## src/rtl/tmds_pkg.sv

```systemverilog
// Shared TMDS definitions: symbol width, control tokens, disparity type and
// small helpers used by every channel encoder.
package tmds_pkg;

  localparam int SYM_W = 10;

  localparam logic [SYM_W-1:0] CTRL_TOKEN_00 = 10'b1101010100;
  localparam logic [SYM_W-1:0] CTRL_TOKEN_01 = 10'b0010101011;
  localparam logic [SYM_W-1:0] CTRL_TOKEN_10 = 10'b0101010100;
  localparam logic [SYM_W-1:0] CTRL_TOKEN_11 = 10'b1010101011;

  // Running disparity; stays within -8..+8, so 5 signed bits never wrap.
  typedef logic signed [4:0] disparity_t;

  function automatic logic [3:0] popcount8(input logic [7:0] d);
    logic [3:0] n;
    n = '0;
    for (int i = 0; i < 8; i++) begin
      n = n + {3'b000, d[i]};
    end
    return n;
  endfunction

  function automatic logic [SYM_W-1:0] ctrl_token(input logic [1:0] c1c0);
    logic [SYM_W-1:0] tok;
    case (c1c0)
      2'b00:   tok = CTRL_TOKEN_00;
      2'b01:   tok = CTRL_TOKEN_01;
      2'b10:   tok = CTRL_TOKEN_10;
      default: tok = CTRL_TOKEN_11;
    endcase
    return tok;
  endfunction

endpackage

```

## src/rtl/tmds_channel_encoder.sv

```systemverilog
// One TMDS lane: transition-minimising stage followed by DC-balancing stage
// with its own running-disparity counter. Two clocks of latency.
module tmds_channel_encoder
  import tmds_pkg::*;
(
  input  logic             clk_i,
  input  logic             rst_ni,
  input  logic [7:0]       data_i,
  input  logic             blank_i,
  input  logic [1:0]       c1c0_i,
  output logic [SYM_W-1:0] sym_o
);

  logic [3:0]       n1_in;
  logic             use_xnor;
  logic [8:0]       qm_d;

  logic [8:0]       qm_p1_q;
  logic             blank_p1_q;
  logic [1:0]       c1c0_p1_q;

  logic [3:0]       n1_qm;
  logic [3:0]       n0_qm;
  disparity_t       diff;
  logic             q8;
  logic [SYM_W-1:0] sym_d;
  disparity_t       cnt_d;

  logic [SYM_W-1:0] sym_p2_q;
  disparity_t       cnt_q;

  // ---- stage 1: choose XOR/XNOR chain to minimise transitions ----

  // Build q_m; XNOR when the byte is ones-heavy (ties broken by bit 0).
  always_comb begin
    n1_in    = popcount8(data_i);
    use_xnor = (n1_in > 4'd4) || ((n1_in == 4'd4) && !data_i[0]);
    qm_d     = '0;
    qm_d[0]  = data_i[0];
    for (int i = 1; i < 8; i++) begin
      qm_d[i] = use_xnor ? ~(qm_d[i-1] ^ data_i[i]) : (qm_d[i-1] ^ data_i[i]);
    end
    qm_d[8]  = ~use_xnor;
  end

  // Stage-1 register; resets to a blanking cycle so the lane emits tokens.
  always_ff @(posedge clk_i or negedge rst_ni) begin
    if (!rst_ni) begin
      qm_p1_q    <= '0;
      blank_p1_q <= 1'b1;
      c1c0_p1_q  <= 2'b00;
    end else begin
      qm_p1_q    <= qm_d;
      blank_p1_q <= blank_i;
      c1c0_p1_q  <= c1c0_i;
    end
  end

  // ---- stage 2: DC balancing against the running disparity ----

  // Pick the inversion that pulls cnt back towards zero, or emit a token.
  always_comb begin
    n1_qm = popcount8(qm_p1_q[7:0]);
    n0_qm = 4'd8 - n1_qm;
    diff  = $signed({1'b0, n1_qm}) - $signed({1'b0, n0_qm});
    q8    = qm_p1_q[8];
    sym_d = ctrl_token(c1c0_p1_q);
    cnt_d = '0;
    if (blank_p1_q) begin
      sym_d = ctrl_token(c1c0_p1_q);
      cnt_d = '0;
    end else if ((cnt_q == 5'sd0) || (n1_qm == n0_qm)) begin
      sym_d = {~q8, q8, (q8 ? qm_p1_q[7:0] : ~qm_p1_q[7:0])};
      cnt_d = q8 ? (cnt_q + diff) : (cnt_q - diff);
    end else if (((cnt_q > 5'sd0) && (n1_qm > n0_qm)) ||
                 ((cnt_q < 5'sd0) && (n0_qm > n1_qm))) begin
      sym_d = {1'b1, q8, ~qm_p1_q[7:0]};
      cnt_d = cnt_q + (q8 ? 5'sd2 : 5'sd0) - diff;
    end else begin
      sym_d = {1'b0, q8, qm_p1_q[7:0]};
      cnt_d = cnt_q + diff - (q8 ? 5'sd0 : 5'sd2);
    end
  end

  // Stage-2 register: output symbol and disparity counter.
  always_ff @(posedge clk_i or negedge rst_ni) begin
    if (!rst_ni) begin
      sym_p2_q <= CTRL_TOKEN_00;
      cnt_q    <= '0;
    end else begin
      sym_p2_q <= sym_d;
      cnt_q    <= cnt_d;
    end
  end

  assign sym_o = sym_p2_q;

endmodule

```

## src/rtl/tmds_encoder_3ch.sv

```systemverilog
// Three-lane DVI/HDMI TMDS encoder: blue+syncs on lane 0, green on lane 1,
// red on lane 2. Only sync polarity and control routing live here.
module tmds_encoder_3ch
  import tmds_pkg::*;
#(
  parameter bit SYNC_INVERT = 1'b0
) (
  input  logic             CLK_PIXEL_I,
  input  logic             RESET_N_I,
  input  logic [7:0]       R_I,
  input  logic [7:0]       G_I,
  input  logic [7:0]       B_I,
  input  logic             BLANK_I,
  input  logic             HSYNC_I,
  input  logic             VSYNC_I,
  output logic [SYM_W-1:0] TMDS_D0_O,
  output logic [SYM_W-1:0] TMDS_D1_O,
  output logic [SYM_W-1:0] TMDS_D2_O
);

  logic hsync;
  logic vsync;

  // Negative-polarity sources are flipped so C0/C1 are always active-high.
  assign hsync = HSYNC_I ^ SYNC_INVERT;
  assign vsync = VSYNC_I ^ SYNC_INVERT;

  tmds_channel_encoder u_ch0 (
    .clk_i   (CLK_PIXEL_I),
    .rst_ni  (RESET_N_I),
    .data_i  (B_I),
    .blank_i (BLANK_I),
    .c1c0_i  ({vsync, hsync}),
    .sym_o   (TMDS_D0_O)
  );

  tmds_channel_encoder u_ch1 (
    .clk_i   (CLK_PIXEL_I),
    .rst_ni  (RESET_N_I),
    .data_i  (G_I),
    .blank_i (BLANK_I),
    .c1c0_i  (2'b00),
    .sym_o   (TMDS_D1_O)
  );

  tmds_channel_encoder u_ch2 (
    .clk_i   (CLK_PIXEL_I),
    .rst_ni  (RESET_N_I),
    .data_i  (R_I),
    .blank_i (BLANK_I),
    .c1c0_i  (2'b00),
    .sym_o   (TMDS_D2_O)
  );

endmodule
```

## config.mk

```make
export PLATFORM = sky130hd
export DESIGN_NAME = tmds_encoder_3ch
export DESIGN_NICKNAME = d
export VERILOG_FILES = /design/src/rtl/tmds_pkg.sv /design/src/rtl/tmds_channel_encoder.sv /design/src/rtl/tmds_encoder_3ch.sv
export SDC_FILE = /design/constraint.sdc
export NUM_CORES = 1
export LEC_CHECK = 0
export CAP_MARGIN = 10
export CORE_AREA = 2 2 111 113
export CTS_CLUSTER_SIZE = 16
export DETAILED_ROUTE_END_ITERATION = 12
export DIE_AREA = 0 0 113 115
export PLACE_DENSITY = 0.79
export SLEW_MARGIN = 20
export SYNTH_ARGS = -nofsm -noshare
export SYNTH_HDL_FRONTEND = slang
export SYNTH_SLANG_ARGS = --single-unit
```

## constraint.sdc

```tcl
create_clock -name CLK_PIXEL_I -period 14.9 [get_ports CLK_PIXEL_I]
set_input_delay 2.235 -clock CLK_PIXEL_I [delete_from_list [all_inputs] [get_ports CLK_PIXEL_I]]
set_output_delay 2.235 -clock CLK_PIXEL_I [all_outputs]
set_load 0.005 [all_outputs]
```

==> results of run 1 <==
sequential cells by signal, indices dropped and copies added (netlist names):
| signal | cells |
|---|---|
| u_ch0.blank_p1_q | 1 |
| u_ch0.c1c0_p1_q | 2 |
| u_ch1.sym_o | 10 |
| u_ch0.cnt_q | 5 |
| u_ch2.qm_p1_q | 9 |
| u_ch2.sym_o | 10 |
| u_ch1.cnt_q | 5 |
| u_ch1.qm_p1_q | 9 |
| u_ch2.cnt_q | 5 |
| u_ch0.sym_o | 10 |
| u_ch0.qm_p1_q | 9 |
synth_stat cells (4+ instances only):
library cell	count	area share [%]
mux2i_1	4	0.67
nor2b_1	7	0.73
inv_1	112	7.0
a21o_1	8	1.0
a31oi_1	10	1.0
dfrtp_1	59	25
nor3b_1	6	0.75
a211oi_1	11	1.4
a21oi_1	17	1.4
nand3_1	13	1.1
xnor2_1	56	8.2
nor2_1	31	1.9
o21ai_0	19	1.6
buf_2	7	0.59
nand2b_1	6	0.63
clkbuf_1	8	0.50
o21ai_1	8	0.67
or3_1	4	0.42
dfstp_2	16	7.0
ha_1	61	13
o211ai_1	4	0.50
xor2_1	26	3.8
fa_1	36	12
nand2_1	27	1.7
nor3_1	4	0.33
worst max-delay path, delay by kind of cell:
family	cells	cell delay [ns]
compound gates	2	0.60
xor+xnor	2	0.29
fa+ha+maj	5	2.19
buf+inv	3	0.58
simple gates	1	0.28
metrics by stage:
stage	util (%)	worst slack (ns)	hold WS [ns]
floorplan	-	9.42	0.465
global placement	56.3	8.83	0.494
detailed placement	56.3	8.60	0.491
CTS	58.6	8.94	0.511
global route	58.6	8.61	0.531
finish	58.6	8.94	0.514
per-layer routing:
| metal | part of all wire (%) | global-route usage (%) | vias up | wire length (microns) |
|---|---|---|---|---|
| li1 | - | - | 2088 | - |
| met4 | 2.3 | 9.59 | 0 | 291 |
| met3 | 4.6 | 2.64 | 24 | 574 |
| met1 | 43 | 25.6 | 2126 | 5450 |
| met5 | 0 | 0 | - | 0 |
| met2 | 50 | 35.6 | 135 | 6290 |
cell type report:
class                           instances  area [sq um]  area share, %
Timing Repair Buffer                   58           578           8.35
Clock buffer                           10           229           3.31
Clock inverter                          6          41.3          0.596
Inverter                              113           424           6.12
Sequential cell                        75          1900           27.4
Tap cell                              147           184           2.66
Multi-Input combinational cell        406          3570           51.6
logic make-up after synthesis:
| group | count (synthesis) | synth area share, % |
|---|---|---|
| flip-flops | 75 | 31.7 |
| AO/OA/AOI/OAI | 105 | 12.2 |
| adder cells (fa/ha/maj) | 97 | 24.8 |
| buffers and inverters | 131 | 8.74 |
| multiplexers | 4 | 0.669 |
| XOR/XNOR | 82 | 12.0 |
| AND/OR/NAND/NOR | 118 | 9.89 |
path summary, 6_finish.rpt:
path | from | end | slack (ns) | depth (start not counted)
hold reg to reg | u_ch0.cnt_q[0]$_DFF_PN0_ | u_ch0.cnt_q[0]$_DFF_PN0_ | 0.51 | 1
setup / recovery | G_I[0] | u_ch1.qm_p1_q[7]$_DFF_PN0_ | 8.94 | 13
min in group asynchronous | RESET_N_I | u_ch0.cnt_q[2]$_DFF_PN0_ | 2.03 | 1
hold / removal | u_ch0.cnt_q[0]$_DFF_PN0_ | u_ch0.cnt_q[0]$_DFF_PN0_ | 0.51 | 1
setup reg to reg | u_ch1.qm_p1_q[0]$_DFF_PN0_ | u_ch1.cnt_q[4]$_DFF_PN0_ | 8.99 | 18
max in group asynchronous | RESET_N_I | u_ch1.sym_o[5]$_DFF_PN0_ | 12.25 | 1
==> results by group, run 1 <==
Outcome
  • Status: complete, but fails checks
  • Failing checks: design-rule violations

Routing
  • Routed vias/inst: between 5 and 6
  • Drt pass-1 iters: 9
  • Final WL: 12.6 mm
  • ANT nets after route: 0
  • DR vias: 4373
  • # DRC: 1
  • Starting DRC count in detailed routing: approximately 160
  • DR WL/cell: 15.5 microns

Clock tree
  • Clk root buf: clkbuf_16
  • CTS Buf Count: 9
  • Cts hold-fix bufs: 0
  • Worst skew pair latency: roughly 0.35 ns
  • Worst-path clk slew: 0.06 ns
  • Post CTS Setup Buffer Count: 0
  • PostCTS Resize Cnt: 0
  • CTS Buffer Depth: 2
  • H-tree lvl count: 3
  • Clk sinks: 75
  • TritonCTS clock tree: yes

Cells and area
  • Fill cell total of the finished layout: ~960
  • Most common cell after layout, fill and taps aside: inv_1
  • Synth-to-layout area growth: 15.7%
  • Fin nets: 789
  • Layout cells sized above 1: 6.89%
  • Fin area: 6930 sq um
  • ANT cells: 0
  • Highest-count cells in the layout ignoring fill and taps: inv_1, ha_1, dfrtp_1
  • Final Non-Filler Cells: between 800 and 900

Die
  • DIE HEIGHT: about 120 microns
  • Core ar.: around 12000 sq um
  • I/O pins: 59
  • Initial core utilization: around 51%
  • Number of cell rows: 40
  • Die W: 113 microns
  • Die ar.: between 10000 and 15000 sq um

Yosys
  • Distinct cell type count after synthesis: 56
  • Post-synth EDFFs: 0
  • Mapped cell area: around 6000 sq um
  • Syn Nets: 738
  • Main flop type after synthesis: dfrtp_1
  • FF+latch count, synth: between 70 and 80
  • Synth Warn #: 0
  • Asr flop ratio synth: 100%
  • Mean Syn Cell Area: around 9.8 sq um
  • Seq/Total Area, Yosys: between 30% and 40%
  • Synth Instances: slightly above 600

STA
  • Worst slew margin: a little under two fifths
  • Worst Max-Slew Pin Slew: about 0.95 ns
  • Worst Clk Skew: 0.00689 ns
  • Final Hold Vio Count: 0
  • Tmin final: about 6.0 ns
  • Max-slew violation count: 0
  • RSZ-0062 raised after global routing: false
  • Peak Freq: 0.168 GHz
  • Part of the cycle the worst path needs: 40.0%
  • Setup-failing EPs final: 0
  • Setup_tns: 0 ns

Global route
  • Number of global-route vias before repair: 4578
  • First-pass GRT wire length: 21.2 mm
  • Initial antenna violation count: 0
  • Total track usage: approximately a fifth
  • GRT overflow: 0
  • Largest net degree at the start of global routing: 76

Setup path
  • Slowest cell on crit path: fa_1
  • Most used cell along the critical path: fa_1
  • Worst path cell trace: clkdlybuf4s50_1, ha_1, inv_1, fa_1, fa_1, inv_1, fa_1, fa_1, nor3b_1, o21ai_0, a21oi_1, xnor2_1, xnor2_1
  • CP arrival: roughly 6.2 ns
  • Critical Setup Path Class: in -> reg
  • Startpoint Class: input pin
  • Critical path peak fanout: 5
  • Required time worst endpoint: between 15 and 20 ns
  • CP Capture Type: flip-flop
  • CP max stage delay: between 0.5 and 0.6 ns

Place
  • GP Congestion: ~0.9
  • Dpl cells: between 700 and 800
  • Post-DP HPWL: 9.30 mm
  • Cell Area, Placed: about 6700 sq um
  • Port Buffers: between 50 and 60

Hold path
  • Min-delay worst type: reg -> reg

Flow run
  • Max-cap violations: 0
Power of run 1 is left out: the tool's default activity adds up to more than one toggle a clock period on the data nets, which glitch-free logic cannot reach.
==> run 2, diff against run 1 <==
Settings changed: PLACE_DENSITY 0.79 to 0.82.
Clock period 14.9 ns to 4.95 ns, I/O delays scaled along.
==> run 2 against run 1 <==
  * The flow finishes with violations (negative setup slack)
  * Global-route usage is 0.95 points higher
  * Utilization up 5.4 points
  * Count of clock-buffer cells in the layout fell by 1
  * Design area grew 9.2%
  * Via count increased by 5.5%
  * Clock skew increased by 0.00075 ns
  * Register-to-register slack worse by 9.1 ns
  * First-iteration DRC count is 3.9% higher
  * Final cell count rose by 5.6%
  * Critical path depth up 6
==> results by group, run 2 (synthesis gave the netlist of run 1 again) <==
STA
  • Setup-failing EPs final: 2 (was 0)
  • Worst Max-Slew Pin Slew: 0.931 ns (was 0.948 ns)
  • RSZ-0062 raised after global routing: true (was false)
  • Part of the cycle the worst path needs: 101%
  • Setup_tns: -0.101 ns (was 0 ns)
  • Tmin final: roughly 5.0 ns
  • Worst hold slack: 0.511 ns (was 0.514 ns)
  • Peak Freq: about 0.20 GHz
  • Worst Clk Skew: 0.00764 ns (was 0.00689 ns)
  • Final Hold Vio Count: 0 (unchanged)
  • Final WS setup: -0.0601 ns (was 8.94 ns)
  • Max-slew violation count: 0 (unchanged)
  • Worst slew margin: 38.0% (was 36.8%)

Clock tree
  • CTS Buf Count: 9 (unchanged)
  • CTS Buffer Depth: 2 (unchanged)
  • H-tree lvl count: 3 (unchanged)
  • Worst skew pair latency: 0.35 ns (about the same)
  • Clk sinks: 75 (unchanged)
  • Worst-path clk slew: 0.06 ns (about the same)
  • Clk root buf: clkbuf_16 (unchanged)
  • TritonCTS clock tree: yes (unchanged)

Routing
  • Drt pass-1 iters: 5 (was 9)
  • # DRC: 0 (was 1)
  • DR WL/cell: 16.0 microns (was 15.5 microns)
  • Final WL: 13.8 mm (was 12.6 mm)
  • Routed vias/inst: 5.36 (was 5.37)
  • ANT nets after route: 0 (unchanged)
  • DR vias: 4615 (was 4373)
  • Starting DRC count in detailed routing: 161 (was 155)

Cells and area
  • Fill cell total of the finished layout: 883 (was 961)
  • Synth-to-layout area growth: 26.4% (was 15.7%)
  • Layout cells sized above 1: 18.3% (was 6.89%)
  • Final Non-Filler Cells: 861 (was 815)
  • Most common cell after layout, fill and taps aside: inv_1 (unchanged)
  • Highest-count cells in the layout ignoring fill and taps: inv_1, dfrtp_1, ha_1, clkdlybuf4s50_1, xnor2_1 (was inv_1, ha_1, dfrtp_1)
  • Fin nets: 835 (was 789)
  • ANT cells: 0 (unchanged)

Setup path
  • Slowest cell on crit path: fa_1 (unchanged)
  • Most used cell along the critical path: fa_1 (unchanged)
  • CP max stage delay: 0.54 ns (was 0.51 ns)
  • Critical path peak fanout: 3 (was 5)
  • Startpoint Class: flip-flop (was input pin)
  • Critical Setup Path Class: reg -> reg (was in -> reg)
  • Required time worst endpoint: 5.18 ns (was 15.12 ns)
  • CP Capture Type: flip-flop (unchanged)
  • Worst path cell trace: ha_1, inv_2, fa_1, fa_1, fa_2, fa_2, xor2_2, inv_2, ha_4, nor2b_4, o21ai_2, o21ai_2, fa_1, inv_1, a221oi_2, xor2_1, nor3_1, o31a_1, mux2i_1 (was clkdlybuf4s50_1, ha_1, inv_1, fa_1, fa_1, inv_1, fa_1, fa_1, nor3b_1, o21ai_0, a21oi_1, xnor2_1, xnor2_1)
  • CP arrival: 5.24 ns (was 6.18 ns)

Place
  • GP Congestion: 0.879 (was 0.903)
  • Post-DP HPWL: 9.54 mm (was 9.30 mm)
  • Dpl cells: 828 (was 799)
  • Port Buffers: 58 (unchanged)

Die
  • I/O pins: 59 (unchanged)
  • Die ar.: 13000 sq um (unchanged)
  • Core ar.: 11800 sq um (unchanged)
  • DIE HEIGHT: 115 microns (unchanged)
  • Die W: 113 microns (unchanged)
  • Initial core utilization: 50.7% (unchanged)
  • Number of cell rows: 40 (unchanged)

Outcome
  • Status: complete, but fails checks (unchanged)
  • Failing checks: negative setup slack (was design-rule violations)

Global route
  • Initial antenna violation count: 0 (unchanged)
  • Number of global-route vias before repair: 4807 (was 4578)
  • First-pass GRT wire length: 22.1 mm (was 21.2 mm)
  • GRT overflow: 0 (unchanged)
  • Total track usage: 21.4% (was 20.5%)
  • Largest net degree at the start of global routing: 76 (unchanged)

Hold path
  • Min-delay worst type: reg -> reg (unchanged)

Flow run
  • Max-cap violations: 0 (unchanged)
## run 2: cell count changes in the layout (fill, tap and decap cells not counted), sizes merged
cell    before  now
bufinv       0    4
inv        114  115
clkbuf      10    9
clkinv       5    1
buf          1   47
## run 2: what timing repair did
action / 4_1_cts / 5_1_grt
setup buffers: 9 / 8
gates resized for setup: 11 / 24
hold buffers: 0 / 0
endpoints found under the setup margin: 4 / 4
pin swaps: 17 / 17
## run 2: through the flow
| step | util, % | worst slack (ns) | cell area [sq um] |
|---|---|---|---|
| finish | 64.0 | -0.0601 | 7560 |
| global route | 64.0 | -0.276 | 7560 |
| detailed placement | 58.7 | -0.201 | 6930 |
| floorplan | - | -0.106 | 6070 |
| CTS | 62.9 | -0.0131 | 7430 |
| global placement | 58.7 | 0.0357 | 6930 |
## run 2: worst paths after layout
path,startpoint,to,slack [ns],cells past startpoint
setup / recovery,u_ch1.qm_p1_q[0]$_DFF_PN0_,u_ch1.cnt_q[4]$_DFF_PN0_,-0.06,19
hold / removal,u_ch1.cnt_q[0]$_DFF_PN0_,u_ch1.cnt_q[0]$_DFF_PN0_,0.51,1
setup reg to reg,u_ch1.qm_p1_q[0]$_DFF_PN0_,u_ch1.cnt_q[4]$_DFF_PN0_,-0.06,19
hold reg to reg,u_ch1.cnt_q[0]$_DFF_PN0_,u_ch1.cnt_q[0]$_DFF_PN0_,0.51,1
max in group asynchronous,RESET_N_I,u_ch2.qm_p1_q[0]$_DFF_PN0_,3.81,1
min in group asynchronous,RESET_N_I,u_ch1.sym_o[0]$_DFF_PN0_,0.53,1
## run 2: layout make-up
cell class / instances / area (sq um) / share of cell area [%]
Inverter: 113 / 427 / 5.64
Clock inverter: 7 / 146 / 1.94
Tap cell: 147 / 184 / 2.43
Multi-Input combinational cell: 406 / 3760 / 49.7
Sequential cell: 75 / 1900 / 25.1
Timing Repair Buffer: 104 / 923 / 12.2
Clock buffer: 9 / 225 / 2.98
## run 2: metal layers
metal | up-vias | track usage [%] | routed length [microns]
met5 | - | 0 | 0
met4 | 0 | 9.35 | 357
met3 | 38 | 4.06 | 530
met2 | 139 | 39.2 | 7440
met1 | 2258 | 24.5 | 5440
li1 | 2180 | - | -
## run 2: critical path: cells and delay by family (launching register included)
| kind | cells | cell delay [ns] |
|---|---|---|
| adder cells (fa/ha/maj) | 7 | 2.82 |
| AO/OA/AOI/OAI | 4 | 0.82 |
| flip-flops | 1 | 0.38 |
| XOR/XNOR | 2 | 0.38 |
| buffers and inverters | 3 | 0.19 |
| AND/OR/NAND/NOR | 2 | 0.19 |
| multiplexers | 1 | 0.12 |
Power of run 2 is left out for the same reason.
==> run 3, diff against run 2 <==
Settings changed: CORE_AREA 2 2 111 113 to 2 2 113 115, DIE_AREA 0 0 113 115 to 0 0 115 117, PLACE_DENSITY 0.82 to 0.83, SYNTH_HIERARCHICAL set to 1.
==> run 3 against run 2 <==
  * The flow now finishes without violations
  * Final cell count fell by 5.5%
  * Sequential cell count rose by 6
  * Utilization fell by 4.2 points
  * Setup slack gained 0.22 ns
  * Register-to-register slack better by 0.22 ns
==> results by group, run 3 <==
Outcome
  • Status: complete, no violations (was complete, but fails checks)

Place
  • Post-DP HPWL: 9.55 mm (was 9.54 mm)
  • GP Congestion: 0.918 (was 0.879)
  • Port Buffers: 58 (unchanged)
  • Cell Area, Placed: 7000 sq um (was 6930 sq um)

Routing
  • # DRC: 0 (unchanged)
  • Drt pass-1 iters: 4 (was 5)
  • Starting DRC count in detailed routing: 270 (was 161)
  • Routed vias/inst: 5.27 (was 5.36)
  • Final WL: 12.3 mm (was 13.8 mm)
  • DR WL/cell: 15.1 microns (was 16.0 microns)
  • ANT nets after route: 0 (unchanged)
  • DR vias: 4288 (was 4615)

Setup path
  • CP Capture Type: flip-flop (unchanged)
  • Crit Reg-Reg Startpoint: u_ch2/qm_p1_q[0]$_DFF_PN0_ (was u_ch1.qm_p1_q[0]$_DFF_PN0_)
  • Critical Setup Path Class: reg -> reg (unchanged)
  • Critical path peak fanout: 6 (was 3)
  • Worst R2R Path Depth: 17 (was 19)
  • CP arrival: 5.02 ns (was 5.24 ns)
  • R2R Setup Slk: 0.16 ns (was -0.06 ns)
  • Startpoint Class: flip-flop (unchanged)
  • Required time worst endpoint: 5.18 ns (about the same)
  • RR Endpoint: u_ch2/cnt_q[4]$_DFF_PN0_ (was u_ch1.cnt_q[4]$_DFF_PN0_)

Yosys
  • Commonest cells post-synth: inv_1, ha_1, dfrtp_1, xnor2_1, fa_1 (unchanged)
  • Main flop type after synthesis: dfrtp_1 (unchanged)
  • Mean Syn Cell Area: 10.6 sq um (was 9.78 sq um)
  • Post-synth top area cell: dfrtp_1 (unchanged)
  • Seq/Total Area, Yosys: 32.7% (was 31.7%)
  • Synth Instances: 592 (was 612)
  • Post-synth top area share: 25.1% (was 24.7%)
  • Distinct cell type count after synthesis: 70 (was 56)
  • FF+latch count, synth: 81 (was 75)
  • Post-synth EDFFs: 0 (unchanged)
  • Asr flop ratio synth: 100% (unchanged)
  • Most frequent cell after synthesis: inv_1 (unchanged)
  • Synth Warn #: 6 (was 0)
  • Main area contributors after synthesis: dfrtp_1, ha_1, fa_1 (unchanged)
  • Mapped cell area: 6270 sq um (was 5990 sq um)

Clock tree
  • Worst-path clk slew: 0.07 ns (was 0.06 ns)
  • Clk sinks: 81 (was 75)
  • Clk root buf: clkbuf_16 (unchanged)
  • CTS Buf Count: 9 (unchanged)
  • TritonCTS clock tree: yes (unchanged)
  • Worst skew pair latency: 0.34 ns (was 0.35 ns)
  • CTS Buffer Depth: 2 (unchanged)
  • Cts hold-fix bufs: 0 (unchanged)
  • H-tree lvl count: 3 (unchanged)

Global route
  • GRT overflow: 0 (unchanged)
  • Number of global-route vias before repair: 4663 (was 4807)
  • Initial antenna violation count: 0 (unchanged)
  • First-pass GRT wire length: 21.2 mm (was 22.1 mm)
  • Total track usage: 19.8% (was 21.4%)
  • Largest net degree at the start of global routing: 82 (was 76)

Die
  • Die ar.: 13500 sq um (was 13000 sq um)
  • DIE HEIGHT: 117 microns (was 115 microns)
  • Number of cell rows: 41 (was 40)
  • Initial core utilization: 50.9% (was 50.7%)
  • Core ar.: 12300 sq um (was 11800 sq um)
  • I/O pins: 59 (unchanged)
  • Die W: 115 microns (was 113 microns)

Flow run
  • Max-cap violations: 0 (unchanged)

Cells and area
  • ANT cells: 0 (unchanged)
  • Fin nets: 790 (was 835)
  • Layout cells sized above 1: 13.4% (was 18.3%)
  • Synth-to-layout area growth: 17.4% (was 26.4%)
  • Highest-count cells in the layout ignoring fill and taps: inv_1, ha_1, dfrtp_1 (was inv_1, dfrtp_1, ha_1, clkdlybuf4s50_1, xnor2_1)
  • Fin area: 7360 sq um (was 7560 sq um)
  • Most common cell after layout, fill and taps aside: inv_1 (unchanged)

STA
  • Setup-failing EPs final: 0 (was 2)
  • RSZ-0062 raised after global routing: true (unchanged)
  • Peak Freq: 0.209 GHz (was 0.200 GHz)
  • Final Hold Vio Count: 0 (unchanged)
  • Max-slew violation count: 0 (unchanged)
  • Tmin final: 4.79 ns (was 5.01 ns)
  • Worst Clk Skew: 0.00635 ns (was 0.00764 ns)
  • Part of the cycle the worst path needs: 96.7% (was 101%)
  • Worst slew margin: 24.7% (was 38.0%)
  • Worst Max-Slew Pin Slew: 1.13 ns (was 0.931 ns)

Hold path
  • Min-delay worst type: in -> async (was reg -> reg)
run 3: metrics by stage:
step | std cells | hold WS, ns | setup TNS, ns | setup WS (ns) | util, %
floorplan | 595 | 0.447 | 0 | 0.367 | -
global placement | 796 | 0.491 | 0 | 0.262 | 56.8
detailed placement | 796 | 0.500 | 0 | 0.0851 | 56.8
CTS | 812 | 0.515 | 0 | 0.0631 | 59.3
global route | 814 | 0.498 | -0.0881 | -0.0793 | 59.8
finish | 814 | 0.411 | 0 | 0.165 | 59.8
run 3: critical path: stages (launching register included):
cell     delay [ns]
dfrtp_1        0.32
inv_1          0.07
fa_1           0.57
fa_1           0.44
fa_1           0.49
inv_1          0.05
ha_1           0.21
fa_2           0.51
inv_2          0.10
ha_1           0.18
inv_1          0.08
fa_2           0.61
nor3b_2        0.06
nor3_2         0.18
xor2_1         0.15
o21ai_0        0.08
mux2_4         0.28
mux2_4         0.30
run 3: worst max path at each step:
| stage | from | end | slack [ns] | cells after the start |
|---|---|---|---|---|
| floorplan | u_ch2/qm_p1_q[0]$_DFF_PN0_ | u_ch2/cnt_q[4]$_DFF_PN0_ | 0.37 | 17 |
| global placement | u_ch2/qm_p1_q[0]$_DFF_PN0_ | u_ch2/cnt_q[4]$_DFF_PN0_ | 0.26 | 17 |
| detailed placement | u_ch2/qm_p1_q[0]$_DFF_PN0_ | u_ch2/cnt_q[4]$_DFF_PN0_ | 0.09 | 17 |
| CTS | u_ch2/qm_p1_q[0]$_DFF_PN0_ | u_ch2/cnt_q[4]$_DFF_PN0_ | 0.06 | 17 |
| global route | u_ch0/qm_p1_q[1]$_DFF_PN0_ | u_ch0/cnt_q[4]$_DFF_PN0_ | -0.08 | 17 |
| finish | u_ch2/qm_p1_q[0]$_DFF_PN0_ | u_ch2/cnt_q[4]$_DFF_PN0_ | 0.16 | 17 |
run 3: cells by family (layout without fill, tap and decap cells):
logic type                 after synthesis  count (layout)  synth area share [%]
buffers and inverters                  124             193                  7.96
DFF                                     81              81                  32.7
AOI/OAI and AO/OA                      111             111                  12.4
adders and majority gates              102             102                  24.7
other                                    1               4                0.0598
and+or+nand+nor                         76              76                  7.00
muxes                                   13              13                  2.33
xor gates and xnor gates                84              84                  12.9
run 3: repair_timing:
| item | CTS | global route |
|---|---|---|
| setup buffers | 0 | 1 |
| endpoints found under the setup margin | 0 | 10 |
| hold endpoints to repair | 0 | 0 |
| gates resized for setup | 0 | 13 |
run 3: layout make-up:
| class | instances | area, sq um |
|---|---|---|
| clock buffer | 11 | 253 |
| clock inverter | 5 | 45.0 |
| fill | 974 | 4950 |
| inverter | 114 | 428 |
| multi-input combinational | 390 | 3780 |
| sequential | 81 | 2050 |
| tap | 150 | 188 |
| timing repair buffer | 63 | 619 |
run 3: routing by layer:
metal | wire (microns) | GRT usage (%) | up-vias
met2 | 6680 | 36.3 | 94
met4 | 199 | 6.83 | 0
li1 | - | - | 2049
met1 | 4970 | 24.0 | 2123
met5 | 0 | 0 | -
met3 | 415 | 2.88 | 22
Power of run 3 is left out for the same reason.
